$ cat config.mk
export PLATFORM = sky130hd
export DESIGN_NAME = rx_record_arbiter
export DESIGN_NICKNAME = d
export VERILOG_FILES = /design/src/rtl/rx_record_arbiter.sv
export SDC_FILE = /design/constraint.sdc
export NUM_CORES = 1
export LEC_CHECK = 0
export CORE_MARGIN = 2
export CORE_UTILIZATION = 45
export CTS_CLUSTER_SIZE = 40
export DETAILED_ROUTE_END_ITERATION = 8
export PLACE_DENSITY = 0.74
export SLEW_MARGIN = 0
export SYNTH_ARGS = -nofsm -noshare
export SYNTH_HDL_FRONTEND = slang
export SYNTH_SLANG_ARGS = --single-unit
$ cat constraint.sdc
create_clock -name clk -period 5.6 [get_ports clk]
set_input_delay 1.12 -clock clk [delete_from_list [all_inputs] [get_ports clk]]
set_output_delay 1.12 -clock clk [all_outputs]
set_load 0.005 [all_outputs]
$ cat src/rtl/rx_record_arbiter.sv
// rx_record_arbiter: round-robin selection of one GMII RX stream at a time onto a shared recorder,
// with per-frame timestamp, byte-limit truncation, enforced inter-frame gap and saturating statistics.
module rx_record_arbiter #(
  parameter int NUM_PORT = 4,
  parameter int MAX_LEN  = 1522,
  parameter int GAP_CYC  = 2
) (
  input  logic                  clk,
  input  logic                  rst_n,
  input  logic [31:0]           local_clock,
  input  logic [8*NUM_PORT-1:0] rxd_in,
  input  logic [NUM_PORT-1:0]   rxdv_in,
  output logic [7:0]            out_rxd,
  output logic                  out_rxdv,
  output logic [3:0]            out_host_id,
  output logic [31:0]           out_frame_ts,
  output logic [15:0]           frame_cnt,
  output logic [15:0]           drop_cnt,
  output logic [15:0]           trunc_cnt
);
  localparam int PW = $clog2(NUM_PORT);
  localparam int BW = $clog2(MAX_LEN + 1);
  localparam int GW = $clog2(GAP_CYC + 1);
  typedef enum logic [1:0] {IDLE, FWD, GAP} state_t;
  state_t state, state_nx;
  logic [NUM_PORT-1:0] prev_dv, rise;
  logic [2*NUM_PORT-1:0] rot;
  logic armed, found, grant, fwd, trunc, cur_dv;
  logic [PW-1:0] g, rr_ptr, pick;
  logic [3:0] cnt_rise, ndrop;
  logic [BW-1:0] byte_cnt;
  logic [GW-1:0] gap_cnt;
  logic [16:0] drop_sum;
  // armed masks the first cycle after reset so a port already high is treated as mid-frame
  assign rise = armed ? rxdv_in & ~prev_dv : '0;
  assign rot = {rise, rise} >> rr_ptr;
  assign cur_dv = rxdv_in[g];
  assign out_host_id = 4'(g);
  assign ndrop = cnt_rise - 4'(state == IDLE && found);
  assign drop_sum = {1'b0, drop_cnt} + 17'(ndrop);
  always_comb begin
    found = 1'b0;
    pick = '0;
    cnt_rise = '0;
    for (int i = 0; i < NUM_PORT; i++) begin
      cnt_rise = cnt_rise + 4'(rise[i]);
      if (!found && rot[i]) begin
        found = 1'b1;
        pick = PW'((int'(rr_ptr) + i) % NUM_PORT);
      end
    end
  end
  always_comb begin
    state_nx = state;
    grant = 1'b0;
    fwd = 1'b0;
    trunc = 1'b0;
    case (state)
      IDLE: begin
        grant = found;
        state_nx = found ? FWD : IDLE;
      end
      FWD: begin
        trunc = cur_dv && byte_cnt == BW'(MAX_LEN);
        fwd = cur_dv && !trunc;
        state_nx = fwd ? FWD : GAP;
      end
      GAP: state_nx = gap_cnt == GW'(GAP_CYC - 1) ? IDLE : GAP;
      default: state_nx = IDLE;
    endcase
  end
  always_ff @(posedge clk or negedge rst_n) begin
    if (!rst_n) begin
      state <= IDLE;
      prev_dv <= '0;
      armed <= 1'b0;
      rr_ptr <= '0;
      g <= '0;
      byte_cnt <= '0;
      gap_cnt <= '0;
      out_rxd <= 8'h00;
      out_rxdv <= 1'b0;
      out_frame_ts <= '0;
      frame_cnt <= '0;
      drop_cnt <= '0;
      trunc_cnt <= '0;
    end else begin
      state <= state_nx;
      prev_dv <= rxdv_in;
      armed <= 1'b1;
      out_rxdv <= grant || fwd;
      gap_cnt <= state == GAP ? gap_cnt + 1'b1 : '0;
      drop_cnt <= drop_sum[16] ? 16'hFFFF : drop_sum[15:0];
      if (grant) begin
        g <= pick;
        rr_ptr <= pick == PW'(NUM_PORT - 1) ? '0 : pick + 1'b1;
        out_frame_ts <= local_clock;
        out_rxd <= rxd_in[8*pick +: 8];
        byte_cnt <= BW'(1);
        frame_cnt <= frame_cnt + 16'(frame_cnt != 16'hFFFF);
      end
      if (fwd) begin
        out_rxd <= rxd_in[8*g +: 8];
        byte_cnt <= byte_cnt + 1'b1;
      end
      if (trunc) trunc_cnt <= trunc_cnt + 16'(trunc_cnt != 16'hFFFF);
    end
  end
endmodule

# Word level (Yosys, flattened, before mapping)
# Cells that the tools add are included.
dict set report word_totals {
  out_inout_bits 93
  regBits 113
  wordCells 77
  input_bits 70
}
dict set report classes {
  n_mux 25
  magnitude_cmp 1
  n_eq_ne 7
  shift 3
  n_bitwise 2
  addsub 13
  reduce_logical 13
}
# cell n
set op_table {}
lappend op_table {{32-bit by 6-bit indexed part select with 8-bit output} 2}
lappend op_table {{16-bit by 1-bit adder with 16-bit output} 2}
lappend op_table {{16-bit inequality test (second input constant)} 2}
lappend op_table {{11-bit 2-to-1 mux} 2}
lappend op_table {{16-bit by 4-bit adder with 17-bit output} 1}
lappend op_table {{16-bit 2-to-1 mux} 1}
lappend op_table {{2-bit 2-to-1 mux} 8}
lappend op_table {{8-bit 2-to-1 mux} 2}
lappend op_table {{11-bit by 1-bit adder with 11-bit output (second input constant)} 1}
lappend op_table {{11-bit equality test (second input constant)} 1}
lappend op_table {{1-bit 2-to-1 mux} 9}
lappend op_table {{8-bit by 2-bit right shift with 4-bit output} 1}
lappend op_table {{2-bit by 1-bit adder with 2-bit output (second input constant)} 3}
lappend op_table {{1-bit logical AND} 6}
lappend op_table {{2-bit one-hot mux with 3 select lines} 1}
lappend op_table {{2-bit adder (second input constant)} 2}
lappend op_table {{3-bit by 1-bit adder with 4-bit output} 1}
lappend op_table {{4-bit bitwise AND} 1}
lappend op_table {{2-bit by 1-bit equality test with 1-bit output (second input constant)} 2}
lappend op_table {{2-bit equality test (second input constant)} 2}
lappend op_table {{1-bit logical NOT} 4}
lappend op_table {{4-bit 2-to-1 mux} 1}
lappend op_table {{4-bit NOT} 1}
lappend op_table {{4-bit by 1-bit subtractor with 4-bit output} 1}
lappend op_table {{other kinds (7)} 7}

# Logic depth before layout (Yosys ltp)
# Gate-level depths: netlist (run 1).
dict set report logic_depth {
  word_depth 18
  depth_mapped 17
  depth_no_buf 16
}

# Worst setup path after synthesis (run 1)
# OpenSTA, ideal clock, no wires.
dict set report synth_path {
  kind {input to register}
  from {input rxdv_in[3]}
  to {register drop_cnt[13]}
  path_buffers 2
  setup_slack_ps 725
  setup_ps 68
  required_time_ps 5532
  arrival_time_ps 4806
  path_stages 17
  cell_sequence {nand2b_1 -> nand2_1 -> o31ai_1 -> a21oi_1 -> a31o_2 -> fa_1 -> ha_1 -> fa_1 -> inv_1 -> fa_1 -> nor2b_1 -> o21ai_0 -> nand2b_1 -> clkbuf_1 -> nand4_1 -> clkbuf_1 -> nand2_1}
}
dict set report synth_via {
  elab_chain_cells 17
  elab_cells_between_ends 18
  classes_between {3 x add/sub; 1 x shift; 6 x mux; 1 x bitwise; 7 x reduce/logical}
}
# item line
set synth_rtl {}
lappend synth_rtl {{start: declaration} 12} ;# input logic [NUM_PORT-1:0] rxdv_in,
lappend synth_rtl {{4-bit bitwise AND (*)} 35} ;# assign rise = armed ? rxdv_in & ~prev_dv : '0;
lappend synth_rtl {{4-bit 2-to-1 mux (*)} 35}
lappend synth_rtl {{8-bit by 2-bit right shift with 4-bit output} 36} ;# assign rot = {rise, rise} >> rr_ptr;
lappend synth_rtl {{1-bit 2-to-1 mux} 47} ;# if (!found && rot[i]) begin
lappend synth_rtl {{1-bit logical NOT} 47}
lappend synth_rtl {{1-bit logical AND} 47}
lappend synth_rtl {{1-bit 2-to-1 mux} 47}
lappend synth_rtl {{1-bit logical NOT} 47}
lappend synth_rtl {{1-bit logical AND} 47}
lappend synth_rtl {{1-bit 2-to-1 mux} 47}
lappend synth_rtl {{1-bit logical NOT} 47}
lappend synth_rtl {{1-bit logical AND} 47}
lappend synth_rtl {{1-bit 2-to-1 mux} 47}
lappend synth_rtl {{1-bit logical AND} 39} ;# assign ndrop = cnt_rise - 4'(state == IDLE && found);
lappend synth_rtl {{4-bit by 1-bit subtractor with 4-bit output (*)} 39}
lappend synth_rtl {{16-bit by 4-bit adder with 17-bit output (*)} 40} ;# assign drop_sum = {1'b0, drop_cnt} + 17'(ndrop);
lappend synth_rtl {{16-bit 2-to-1 mux (*)} 93} ;# drop_cnt <= drop_sum[16] ? 16'hFFFF : drop_sum[15:0];
lappend synth_rtl {{end signal: assignment} 93}
lappend synth_rtl {{end: declaration} 18} ;# output logic [15:0] drop_cnt,
# Mark *: on every way between the ends. The rest lies on a longest branch, timed or not.
# A chain may end at the register's enable or synchronous reset.

# Final worst setup path (run 1)
dict set report layout_path {
  from {input rxdv_in[2]}
  to {register drop_cnt[5]}
}
# The elaborated chain is that of the path after synthesis.

==> results by group, run 1 <==
Floorplan
  – # IOs: 163
  – Core Rows: 40
  – Die outline width: 114.9 um
  – Core area: 12,010 sq um
  – Die area: 13,190 sq um
  – Die height: 114.9 um
  – Initial Utilization: 46.04%

Timing
  – Min cycle time layout: 5.190 ns
  – Endpoints failing hold: 0
  – Final period util: 92.68%
  – Max Clock Skew: 0.009013 ns
  – Hold Slack: 0.4317 ns
  – Max Transition Viols Final: 0
  – Setup TNS: 0 ns
  – Slew HR: 52.04%
  – RSZ-0062 raised after global routing: false
  – Setup Viol. Count Final: 0
  – Max Clock Freq: 0.1927 GHz
  – Worst-Margin Slew: 0.7194 ns

Pwr
  – Power per cell area: 437.9 nW/um^2
  – Design Power: 3.418 mW
  – Flop pwr share: 36.3%
  – Max IR drop VDD: 249.1 uV
  – Switching fraction of total power: 32.18%
  – Cell internal pwr: 2.318 mW
  – Switching power: 1.100 mW
  – Gate power share: 34.9%
  – Clk network pwr share: 28.8%
  – Pleak: 3.524 nW

Setup path
  – CP top delay family: adder cells
  – Max stage delay cell, worst path: fa_1
  – Worst-path maximum fanout: 13
  – Arrival time worst endpoint: 5.51 ns
  – Crit path buf inv count: 2
  – Cell mode on critical path: fa_1
  – WS Path Type: input pin to register
  – Worst EP required: 5.92 ns
  – CP Capture Type: register
  – CP peak stage delay: 0.52 ns
  – Cells along the critical path: clkdlybuf4s50_1 -> nand2b_1 -> nand2_1 -> o31ai_4 -> a21oi_1 -> a31o_2 -> fa_1 -> ha_1 -> fa_1 -> inv_1 -> fa_1 -> nor2b_1 -> o21ai_0 -> nand2b_1 -> nand4_1 -> o21ai_0
  – Startpoint types: input pin
  – Crit. path cell count: 16
  – Register-to-Register Path Depth: 14

Detailed routing
  – DRT iter0 DRCs: 310
  – DR vias/cell: 5.251
  – Drt wl/cell: 15.00 um
  – DRC: 0
  – Final wirelength: 13,350 um
  – Post-DRT Antenna Nets: 0
  – Drt first pass iters: 4
  – Vias post-DR: 4,673

Placed design
  – DP HPWL: 9419 um
  – GPL Wtd Cong: 0.8364
  – Port Buffers: 160
  – Placed instance area: 7259 sq um

Cells and area
  – Layout Area Growth over Synthesis: 41.13%
  – FF/Latch Area: 2828 sq um
  – Final nets: 819
  – Most frequent cells in the layout: 159 x clkdlybuf4s50_1, 135 x nand2_1, 113 x dfrtp_1, 33 x nor2_1, 26 x xnor2_1
  – Filler cells: 997
  – Antenna cells: 0
  – Multi-input gate area: 2525 sq um
  – Fraction of final layout cells sized beyond drive strength 1: 6.729%
  – Final Instance Area: 7805 sq um
  – Most common cell after layout, fill and taps aside: clkdlybuf4s50_1

Clock network
  – Number of gates resized after cts: 0
  – Later-pin clock latency in the skew report: 0.41 ns
  – Post-CTS setup buffer count: 0
  – Deepest clock path buffer count: 2
  – Clk sinks: 113
  – CTS Buf Count: 17
  – Clock Tree Root: clkbuf_16
  – H-tree depth: 4
  – Cts hold-fix bufs: 0
  – Clk slew on worst S/H paths: 0.05 ns
  – CTS tree: built

Synth
  – Syn Inst Count: 567
  – EDFF count, synth: 0
  – Syn Area/Cell: 9.754 sq um
  – Synthesized cell area: 5530 sq um
  – Async S/R FF share, synth: 100.0%
  – Main synth FF type: dfrtp_1
  – Synth Warn #: 0
  – Seq/Total Area, Yosys: 51.13%
  – Synth cell types: 61
  – #FFs+latches synth: 113

Hold path
  – Min-Delay Path Class: register to register
  – Hold path cells: 1

Global routing
  – First-pass GRT wire length: 22,070 um
  – Largest net degree at the start of global routing: 60
  – Gr ovfl total: 0
  – Number of global-route vias before repair: 4,680
  – Initial antenna violation count: 0
  – Total GRT Usage: 21.00%

Flow run
  – Max-Cap Viols: 0

Run status
  – Status: finished, final reports clean
worst paths after layout:
kind / startpoint / end / slack, ns
setup reg to reg: armed / drop_cnt[5] / 1.09
min in group asynchronous: rst_n / out_frame_ts[30] / 0.76
setup / recovery: rxdv_in[2] / drop_cnt[5] / 0.41
max in group asynchronous: rst_n / drop_cnt[4] / 3.65
hold reg to reg: gap_cnt[0] / gap_cnt[0] / 0.43
hold / removal: gap_cnt[0] / gap_cnt[0] / 0.43
power by group through the flow:
stage / combinational (mW) / sequential [mW] / clock, mW
after floorplan: 0.584 / 1.22 / 0
after global placement: 1.15 / 1.24 / 0
after detailed placement: 1.20 / 1.25 / 0
after CTS: 1.21 / 1.24 / 1.00
after global routing: 1.33 / 1.28 / 1.05
final: 1.19 / 1.24 / 0.985
final cells by class:
type | count | area share [%]
flip-flops and latches | 113 | 36.23
multi-input cells | 411 | 32.35
repair buffers | 164 | 20.87
clock buffers | 20 | 5.851
well taps | 147 | 2.357
inverters | 25 | 1.202
clock inverters | 10 | 1.138
cells in the mapped netlist (all sizes together) (2+ instances only):
master,instances,area (sq um)
nand2,135,506.7
dfrtp,113,2828
nor2,34,130.1
xnor2,26,227.7
inv,24,90.09
nand3,24,120.1
a211oi,21,157.7
o21ai,18,90.09
nand4,17,106.4
xor2,15,131.4
ha,14,175.2
a21oi,12,60.06
clkbuf,11,41.29
mux2i,10,100.1
and2,9,60.06
and3,8,52.55
buf,8,71.31
nand2b,8,50.05
nor2b,8,50.05
o31ai,7,52.55
and4,3,26.28
fa,3,60.06
nor3,3,15.01
or3b,3,26.28
a21o,2,15.01
a31oi,2,12.51
conb,2,7.510
mux2,2,22.52
nor3b,2,15.01
o22ai,2,12.51
routing by layer:
layer | wire, um | global-route usage (%) | vias to the layer above
met4 | 198 | 6.506 | 0
met1 | 5784 | 26.09 | 2273
met5 | 0 | 0 | -
li1 | - | - | 2250
met3 | 774 | 7.169 | 18
met2 | 6590 | 34.75 | 132
per-stage QoR:
| step | cells | setup slack (ns) | util [%] |
|---|---|---|---|
| after floorplan | 568 | 0.7255 | - |
| after global placement | 860 | 0.1809 | 60.44 |
| after detailed placement | 860 | 0.01405 | 60.44 |
| after CTS | 890 | 0.4345 | 64.98 |
| after global routing | 890 | 0.1223 | 64.98 |
| final | 890 | 0.4098 | 64.98 |
logic make-up after synthesis:
family	Yosys count	share of synthesized area [%]
AND/OR/NAND/NOR	260	21.74
flip-flops	113	51.13
AO/OA/AOI/OAI	77	9.887
buffers and inverters	44	3.733
XOR/XNOR	41	6.493
adder cells (fa/ha/maj)	17	4.253
multiplexers	13	2.624
other	2	0.1358
state kept, by name, summed over array words and instances, names as in the netlist, named ones only:
signal	count
armed	1
byte_cnt	11
drop_cnt	16
frame_cnt	16
g	2
gap_cnt	2
out_frame_ts	32
out_rxd	8
out_rxdv	1
prev_dv	4
rr_ptr	1
state	2
trunc_cnt	16
(Power assumes the default switching activity.)
==> run 2, diff against run 1 <==
==> constraint.sdc (replaced) <==
create_clock -name clk -period 5.6 [get_ports clk]
set_input_delay 0.84 -clock clk [delete_from_list [all_inputs] [get_ports clk]]
set_output_delay 0.84 -clock clk [all_outputs]
set_load 0.005 [all_outputs]
==> run 2 against run 1 <==
Sequential share of layout area down 0.27 points. Clock skew down 0.0023 ns. Register-to-register slack better by 0.06 ns. Combinational power about the same. Sequential cell count unchanged. Final cell count unchanged. Non-clock buffer count unchanged. First-iteration DRC count up 0.97%. Critical endpoint is now drop_cnt[2]. Largest cell class unchanged.
==> results by group, run 2 (synthesis gave the netlist of run 1 again) <==
Timing
  – Endpoints failing hold: 0 (unchanged)
  – Max Clock Skew: 0.006739 ns (was 0.009013 ns)
  – Setup Viol. Count Final: 0 (unchanged)
  – Worst setup margin: 0.7321 ns (was 0.4098 ns)
  – Max Clock Freq: 0.2054 GHz (was 0.1927 GHz)
  – Final period util: 86.93% (was 92.68%)
  – Setup TNS: 0 ns (unchanged)
  – Slew HR: 43.87% (was 52.04%)
  – Min cycle time layout: 4.868 ns (was 5.190 ns)
  – Worst-Margin Slew: 0.8419 ns (was 0.7194 ns)
  – RSZ-0062 raised after global routing: false (unchanged)
  – Max Transition Viols Final: 0 (unchanged)

Cells and area
  – Filler cells: 961 (was 997)
  – Largest Register: out_frame_ts (unchanged)
  – Largest register FFs: 32 (unchanged)
  – Layout Area Growth over Synthesis: 42.17% (was 41.13%)
  – Final nets: 819 (unchanged)
  – Fraction of final layout cells sized beyond drive strength 1: 6.729% (unchanged)
  – Most common cell after layout, fill and taps aside: clkdlybuf4s50_1 (unchanged)
  – Antenna cells: 0 (unchanged)
  – Most frequent cells in the layout: 159 x clkdlybuf4s50_1, 135 x nand2_1, 113 x dfrtp_1, 33 x nor2_1, 26 x xnor2_1 (unchanged)
  – Fin util: 65.46% (was 64.98%)

Clock network
  – Number of gates resized after cts: 0 (unchanged)
  – Clk slew on worst S/H paths: 0.05 ns (about the same)
  – Deepest clock path buffer count: 2 (unchanged)
  – CTS tree: built (unchanged)
  – Post-CTS setup buffer count: 0 (unchanged)
  – H-tree depth: 4 (unchanged)
  – Later-pin clock latency in the skew report: 0.40 ns (was 0.41 ns)
  – Cts hold-fix bufs: 0 (unchanged)
  – CTS Buf Count: 17 (unchanged)
  – Clk sinks: 113 (unchanged)
  – Clock Tree Root: clkbuf_16 (unchanged)

Global routing
  – Gr ovfl total: 0 (unchanged)
  – Initial antenna violation count: 0 (unchanged)
  – Largest net degree at the start of global routing: 69 (was 60)
  – First-pass GRT wire length: 21,100 um (was 22,070 um)
  – Total GRT Usage: 20.02% (was 21.00%)
  – Number of global-route vias before repair: 4,478 (was 4,680)

Detailed routing
  – DR vias/cell: 5.181 (was 5.251)
  – DRT iter0 DRCs: 313 (was 310)
  – Drt wl/cell: 14.37 um (was 15.00 um)
  – Vias post-DR: 4,611 (was 4,673)
  – Drt first pass iters: 4 (unchanged)
  – DRC: 0 (unchanged)
  – Post-DRT Antenna Nets: 0 (unchanged)
  – Final wirelength: 12,790 um (was 13,350 um)

Floorplan
  – Core area: 12,010 sq um (unchanged)
  – Die area: 13,190 sq um (unchanged)
  – Initial Utilization: 46.04% (unchanged)
  – # IOs: 163 (unchanged)
  – Die outline width: 114.9 um (unchanged)
  – Core Rows: 40 (unchanged)
  – Die height: 114.9 um (unchanged)

Placed design
  – Place WS: 0.3004 ns (was 0.01405 ns)
  – DP HPWL: 9031 um (was 9419 um)
  – GPL Wtd Cong: 0.8665 (was 0.8364)
  – Port Buffers: 160 (unchanged)

Setup path
  – Cell mode on critical path: fa_1 (unchanged)
  – Worst-path maximum fanout: 13 (unchanged)
  – Arrival time worst endpoint: 5.17 ns (was 5.51 ns)
  – Cells along the critical path: clkdlybuf4s50_1 -> nand2b_1 -> nand2_1 -> o31ai_4 -> a21oi_1 -> a31o_2 -> fa_1 -> ha_1 -> fa_1 -> inv_1 -> fa_1 -> nor2b_1 -> o21ai_0 -> nand2b_1 -> nand4_1 -> o21ai_0 (unchanged)
  – Max stage delay cell, worst path: fa_1 (unchanged)
  – Startpoint types: input pin (unchanged)
  – CP Capture Type: register (unchanged)
  – Worst EP required: 5.90 ns (was 5.92 ns)
  – WS Path Type: input pin to register (unchanged)
  – Register-to-Register Path Depth: 14 (unchanged)
  – CP peak stage delay: 0.51 ns (was 0.52 ns)

Flow run
  – Max-Cap Viols: 0 (unchanged)

Pwr
  – Power per cell area: 445.9 nW/um^2 (was 437.9 nW/um^2)
  – Max IR drop VDD: 238.5 uV (was 249.1 uV)
  – Pleak: 3.556 nW (was 3.524 nW)

Hold path
  – Min-Delay Path Class: input pin to asynchronous set/reset pin (was register to register)

Run status
  – Status: finished, final reports clean (unchanged)
==> run 2: path summary, 6_finish.rpt <==
kind	startpoint	end	slack [ns]
setup / recovery	rxdv_in[2]	drop_cnt[2]	0.73
hold / removal	rst_n	out_frame_ts[30]	0.43
setup reg to reg	armed	drop_cnt[2]	1.15
hold reg to reg	gap_cnt[0]	gap_cnt[0]	0.44
max in group asynchronous	rst_n	drop_cnt[2]	3.91
min in group clk	gap_cnt[0]	gap_cnt[0]	0.44
==> run 2: critical path, delay by kind of cell <==
kind,cells,cell delay [ns]
AND/OR/NAND/NOR,5,1.26
adder cells (fa/ha/maj),4,1.61
AO/OA/AOI/OAI,5,0.91
buffers and inverters,2,0.54
==> run 2: report_power, final <==
| group | switching (mW) | internal (mW) | leakage [nW] | total, mW |
|---|---|---|---|---|
| clock network | 0.360 | 0.729 | 0.291 | 1.09 |
| registers | 0.188 | 1.05 | 1.43 | 1.24 |
| logic | 0.536 | 0.642 | 1.83 | 1.18 |
==> run 2: per-stage QoR <==
step                hold slack [ns]  cells  total power, mW  cell area [sq um]
floorplan                    0.4099    568            1.807               5534
global placement             0.4206    860            2.391               7259
detailed placement           0.4268    860            2.430               7259
CTS                          0.4417    890            3.549               7863
global route                 0.4526    890            3.747               7863
finish                       0.4260    890            3.506               7863
==> run 2: layer usage <==
layer  global-route usage, %  wire (um)  up-vias
met3                   6.906        807        7
met1                   26.02       5648     2217
met4                   5.221         85        0
li1                        -          -     2259
met5                       0          0        -
met2                   32.27       6247      128
==> run 2: area by class of cell <==
type | instances | area (sq um) | area share [%]
Tap cell | 147 | 183.9 | 2.339
Clock inverter | 9 | 132.6 | 1.687
Multi-Input combinational cell | 411 | 2525 | 32.11
Sequential cell | 113 | 2828 | 35.96
Inverter | 25 | 93.84 | 1.194
Timing Repair Buffer | 164 | 1629 | 20.72
Clock buffer | 21 | 470.5 | 5.983
==> run 3, diff against run 2 <==
- CORE_ASPECT_RATIO: default -> 1.5
- SLEW_MARGIN: 0 -> default
==> run 3 against run 2 <==
Fmax is 4.3% lower. First-iteration DRC count is 26% lower. Register-to-register slack worse by 0.23 ns. Utilization is 0.48 points higher. Sequential power hardly changed. Critical endpoint unchanged.
==> results by group, run 3 (synthesis gave the netlist of run 1 again) <==
Detailed routing
  – Post-DRT Antenna Nets: 0 (unchanged)
  – Vias post-DR: 4,711 (was 4,611)
  – Drt wl/cell: 15.45 um (was 14.37 um)
  – DRC: 0 (unchanged)
  – Final wirelength: 13,870 um (was 12,790 um)
  – DRT iter0 DRCs: 231 (was 313)
  – Drt first pass iters: 6 (was 4)
  – DR vias/cell: 5.246 (was 5.181)

Placed design
  – Placed cells: 866 (was 860)
  – GPL Wtd Cong: 0.8904 (was 0.8665)
  – Place WS: 0.1283 ns (was 0.3004 ns)
  – Placed instance area: 7267 sq um (was 7259 sq um)
  – DP HPWL: 9838 um (was 9031 um)
  – Port Buffers: 160 (unchanged)

Timing
  – Worst setup margin: 0.5131 ns (was 0.7321 ns)
  – Max Clock Skew: 0.007551 ns (was 0.006739 ns)
  – Endpoints failing hold: 0 (unchanged)
  – Max Clock Freq: 0.1966 GHz (was 0.2054 GHz)
  – Final period util: 90.84% (was 86.93%)
  – Worst-Margin Slew: 0.7381 ns (was 0.8419 ns)
  – Max Transition Viols Final: 0 (unchanged)
  – Setup TNS: 0 ns (unchanged)
  – Slew HR: 50.79% (was 43.87%)
  – Min cycle time layout: 5.087 ns (was 4.868 ns)
  – RSZ-0062 raised after global routing: false (unchanged)
  – Hold Slack: 0.4286 ns (was 0.4260 ns)
  – Setup Viol. Count Final: 0 (unchanged)

Setup path
  – Arrival time worst endpoint: 5.40 ns (was 5.17 ns)
  – Cells along the critical path: clkdlybuf4s50_1 -> nand2b_1 -> nand2_1 -> o31ai_4 -> a21oi_1 -> buf_4 -> a31o_2 -> fa_1 -> ha_1 -> fa_1 -> inv_1 -> fa_1 -> nor2b_1 -> o21ai_0 -> nand2b_1 -> nand4_1 -> o21ai_0 (was clkdlybuf4s50_1 -> nand2b_1 -> nand2_1 -> o31ai_4 -> a21oi_1 -> a31o_2 -> fa_1 -> ha_1 -> fa_1 -> inv_1 -> fa_1 -> nor2b_1 -> o21ai_0 -> nand2b_1 -> nand4_1 -> o21ai_0)
  – Worst-path maximum fanout: 13 (unchanged)
  – CP peak stage delay: 0.52 ns (was 0.51 ns)
  – Worst EP required: 5.92 ns (was 5.90 ns)
  – Startpoint types: input pin (unchanged)
  – CP Capture Type: register (unchanged)
  – WS Path Type: input pin to register (unchanged)
  – Cell mode on critical path: fa_1 (unchanged)
  – Max stage delay cell, worst path: nand4_1 (was fa_1)
  – CP top delay family: adder cells (unchanged)
  – Crit path buf inv count: 3 (was 2)

Cells and area
  – Largest Register: out_frame_ts (unchanged)
  – Finished Layout Cells: 898 (was 890)
  – Fraction of final layout cells sized beyond drive strength 1: 7.114% (was 6.729%)
  – Final Instance Area: 7924 sq um (was 7863 sq um)
  – Largest register FFs: 32 (unchanged)
  – Most frequent cells in the layout: 159 x clkdlybuf4s50_1, 135 x nand2_1, 113 x dfrtp_1, 33 x nor2_1, 26 x xnor2_1 (unchanged)
  – Layout Area Growth over Synthesis: 43.28% (was 42.17%)
  – Antenna cells: 0 (unchanged)
  – Fin util: 65.94% (was 65.46%)
  – Final nets: 819 (unchanged)
  – Most common cell after layout, fill and taps aside: clkdlybuf4s50_1 (unchanged)

Global routing
  – Global-route met2 utilization: 37.89% (was 32.27%)
  – Gr ovfl total: 0 (unchanged)
  – Initial antenna violation count: 0 (unchanged)
  – Number of global-route vias before repair: 4,832 (was 4,478)
  – Largest net degree at the start of global routing: 60 (was 69)
  – Total GRT Usage: 22.08% (was 20.02%)
  – Met1 Use GR: 26.54% (was 26.02%)
  – First-pass GRT wire length: 23,230 um (was 21,100 um)
  – GR Layer Usage met3: 5.739% (was 6.906%)
  – GRT busiest layer: met2 (unchanged)

Clock network
  – Later-pin clock latency in the skew report: 0.41 ns (was 0.40 ns)
  – Cts hold-fix bufs: 0 (unchanged)
  – H-tree depth: 4 (unchanged)
  – Clock Tree Root: clkbuf_16 (unchanged)
  – Number of gates resized after cts: 0 (unchanged)
  – Post-CTS setup buffer count: 0 (unchanged)
  – Clk sinks: 113 (unchanged)
  – Clk slew on worst S/H paths: 0.05 ns (about the same)
  – CTS tree: built (unchanged)
  – CTS Buf Count: 17 (unchanged)
  – Deepest clock path buffer count: 2 (unchanged)

Flow run
  – Max-Cap Viols: 0 (unchanged)

Floorplan
  – Die area: 13,210 sq um (was 13,190 sq um)
  – Core Rows: 49 (was 40)
  – Core area: 12,020 sq um (was 12,010 sq um)
  – # IOs: 163 (unchanged)
  – Die outline width: 94.52 um (was 114.9 um)
  – Die height: 139.8 um (was 114.9 um)
  – Initial Utilization: 46.02% (was 46.04%)

Pwr
  – Max IR drop VDD: 263.2 uV (was 238.5 uV)
  – Power per cell area: 458.4 nW/um^2 (was 445.9 nW/um^2)
  – Pleak: 3.580 nW (was 3.556 nW)
  – Design Power: 3.632 mW (was 3.506 mW)

Run status
  – Status: finished, final reports clean (unchanged)

Hold path
  – Min-Delay Path Class: register to register (was input pin to asynchronous set/reset pin)
[run 3: final timing paths]
kind	from	end	slack, ns	depth (start not counted)
setup / recovery	rxdv_in[3]	drop_cnt[2]	0.51	17
hold / removal	gap_cnt[0]	gap_cnt[0]	0.43	1
setup reg to reg	armed	drop_cnt[2]	0.92	15
hold reg to reg	gap_cnt[0]	gap_cnt[0]	0.43	1
max in group asynchronous	rst_n	out_frame_ts[5]	3.92	2
min in group asynchronous	rst_n	trunc_cnt[9]	0.49	1
[run 3: area by class of cell]
type / count / area [sq um]
fillers: 991 / 4093
flip-flops and latches: 113 / 2828
multi-input cells: 411 / 2525
repair buffers: 164 / 1629
clock buffers: 17 / 425.4
clock inverters: 15 / 231.5
well taps: 153 / 191.4
inverters: 25 / 93.84
[run 3: metal layers]
metal / vias up / wire length, um
met5: - / 0
met3: 27 / 626
li1: 2253 / -
met4: 0 / 303
met2: 152 / 7403
met1: 2279 / 5538
[run 3: worst register-to-register path: stages, from the launching register on]
cell and delay, ns:
dfrtp_1 0.58, nor3b_1 0.51, o31ai_4 0.14, a21oi_1 0.14, buf_4 0.16, a31o_2 0.13
fa_1 0.40, ha_1 0.24, fa_1 0.51, inv_1 0.07, fa_1 0.41, nor2b_1 0.15
o21ai_0 0.09, nand2b_1 0.27, nand4_1 0.52, o21ai_0 0.25
[run 3: power by group]
part           leakage, nW  switching [mW]  total [mW]  internal (mW)
Clock                0.315           0.409        1.20          0.796
Sequential            1.43           0.192        1.24           1.05
Combinational         1.83           0.542        1.19          0.644
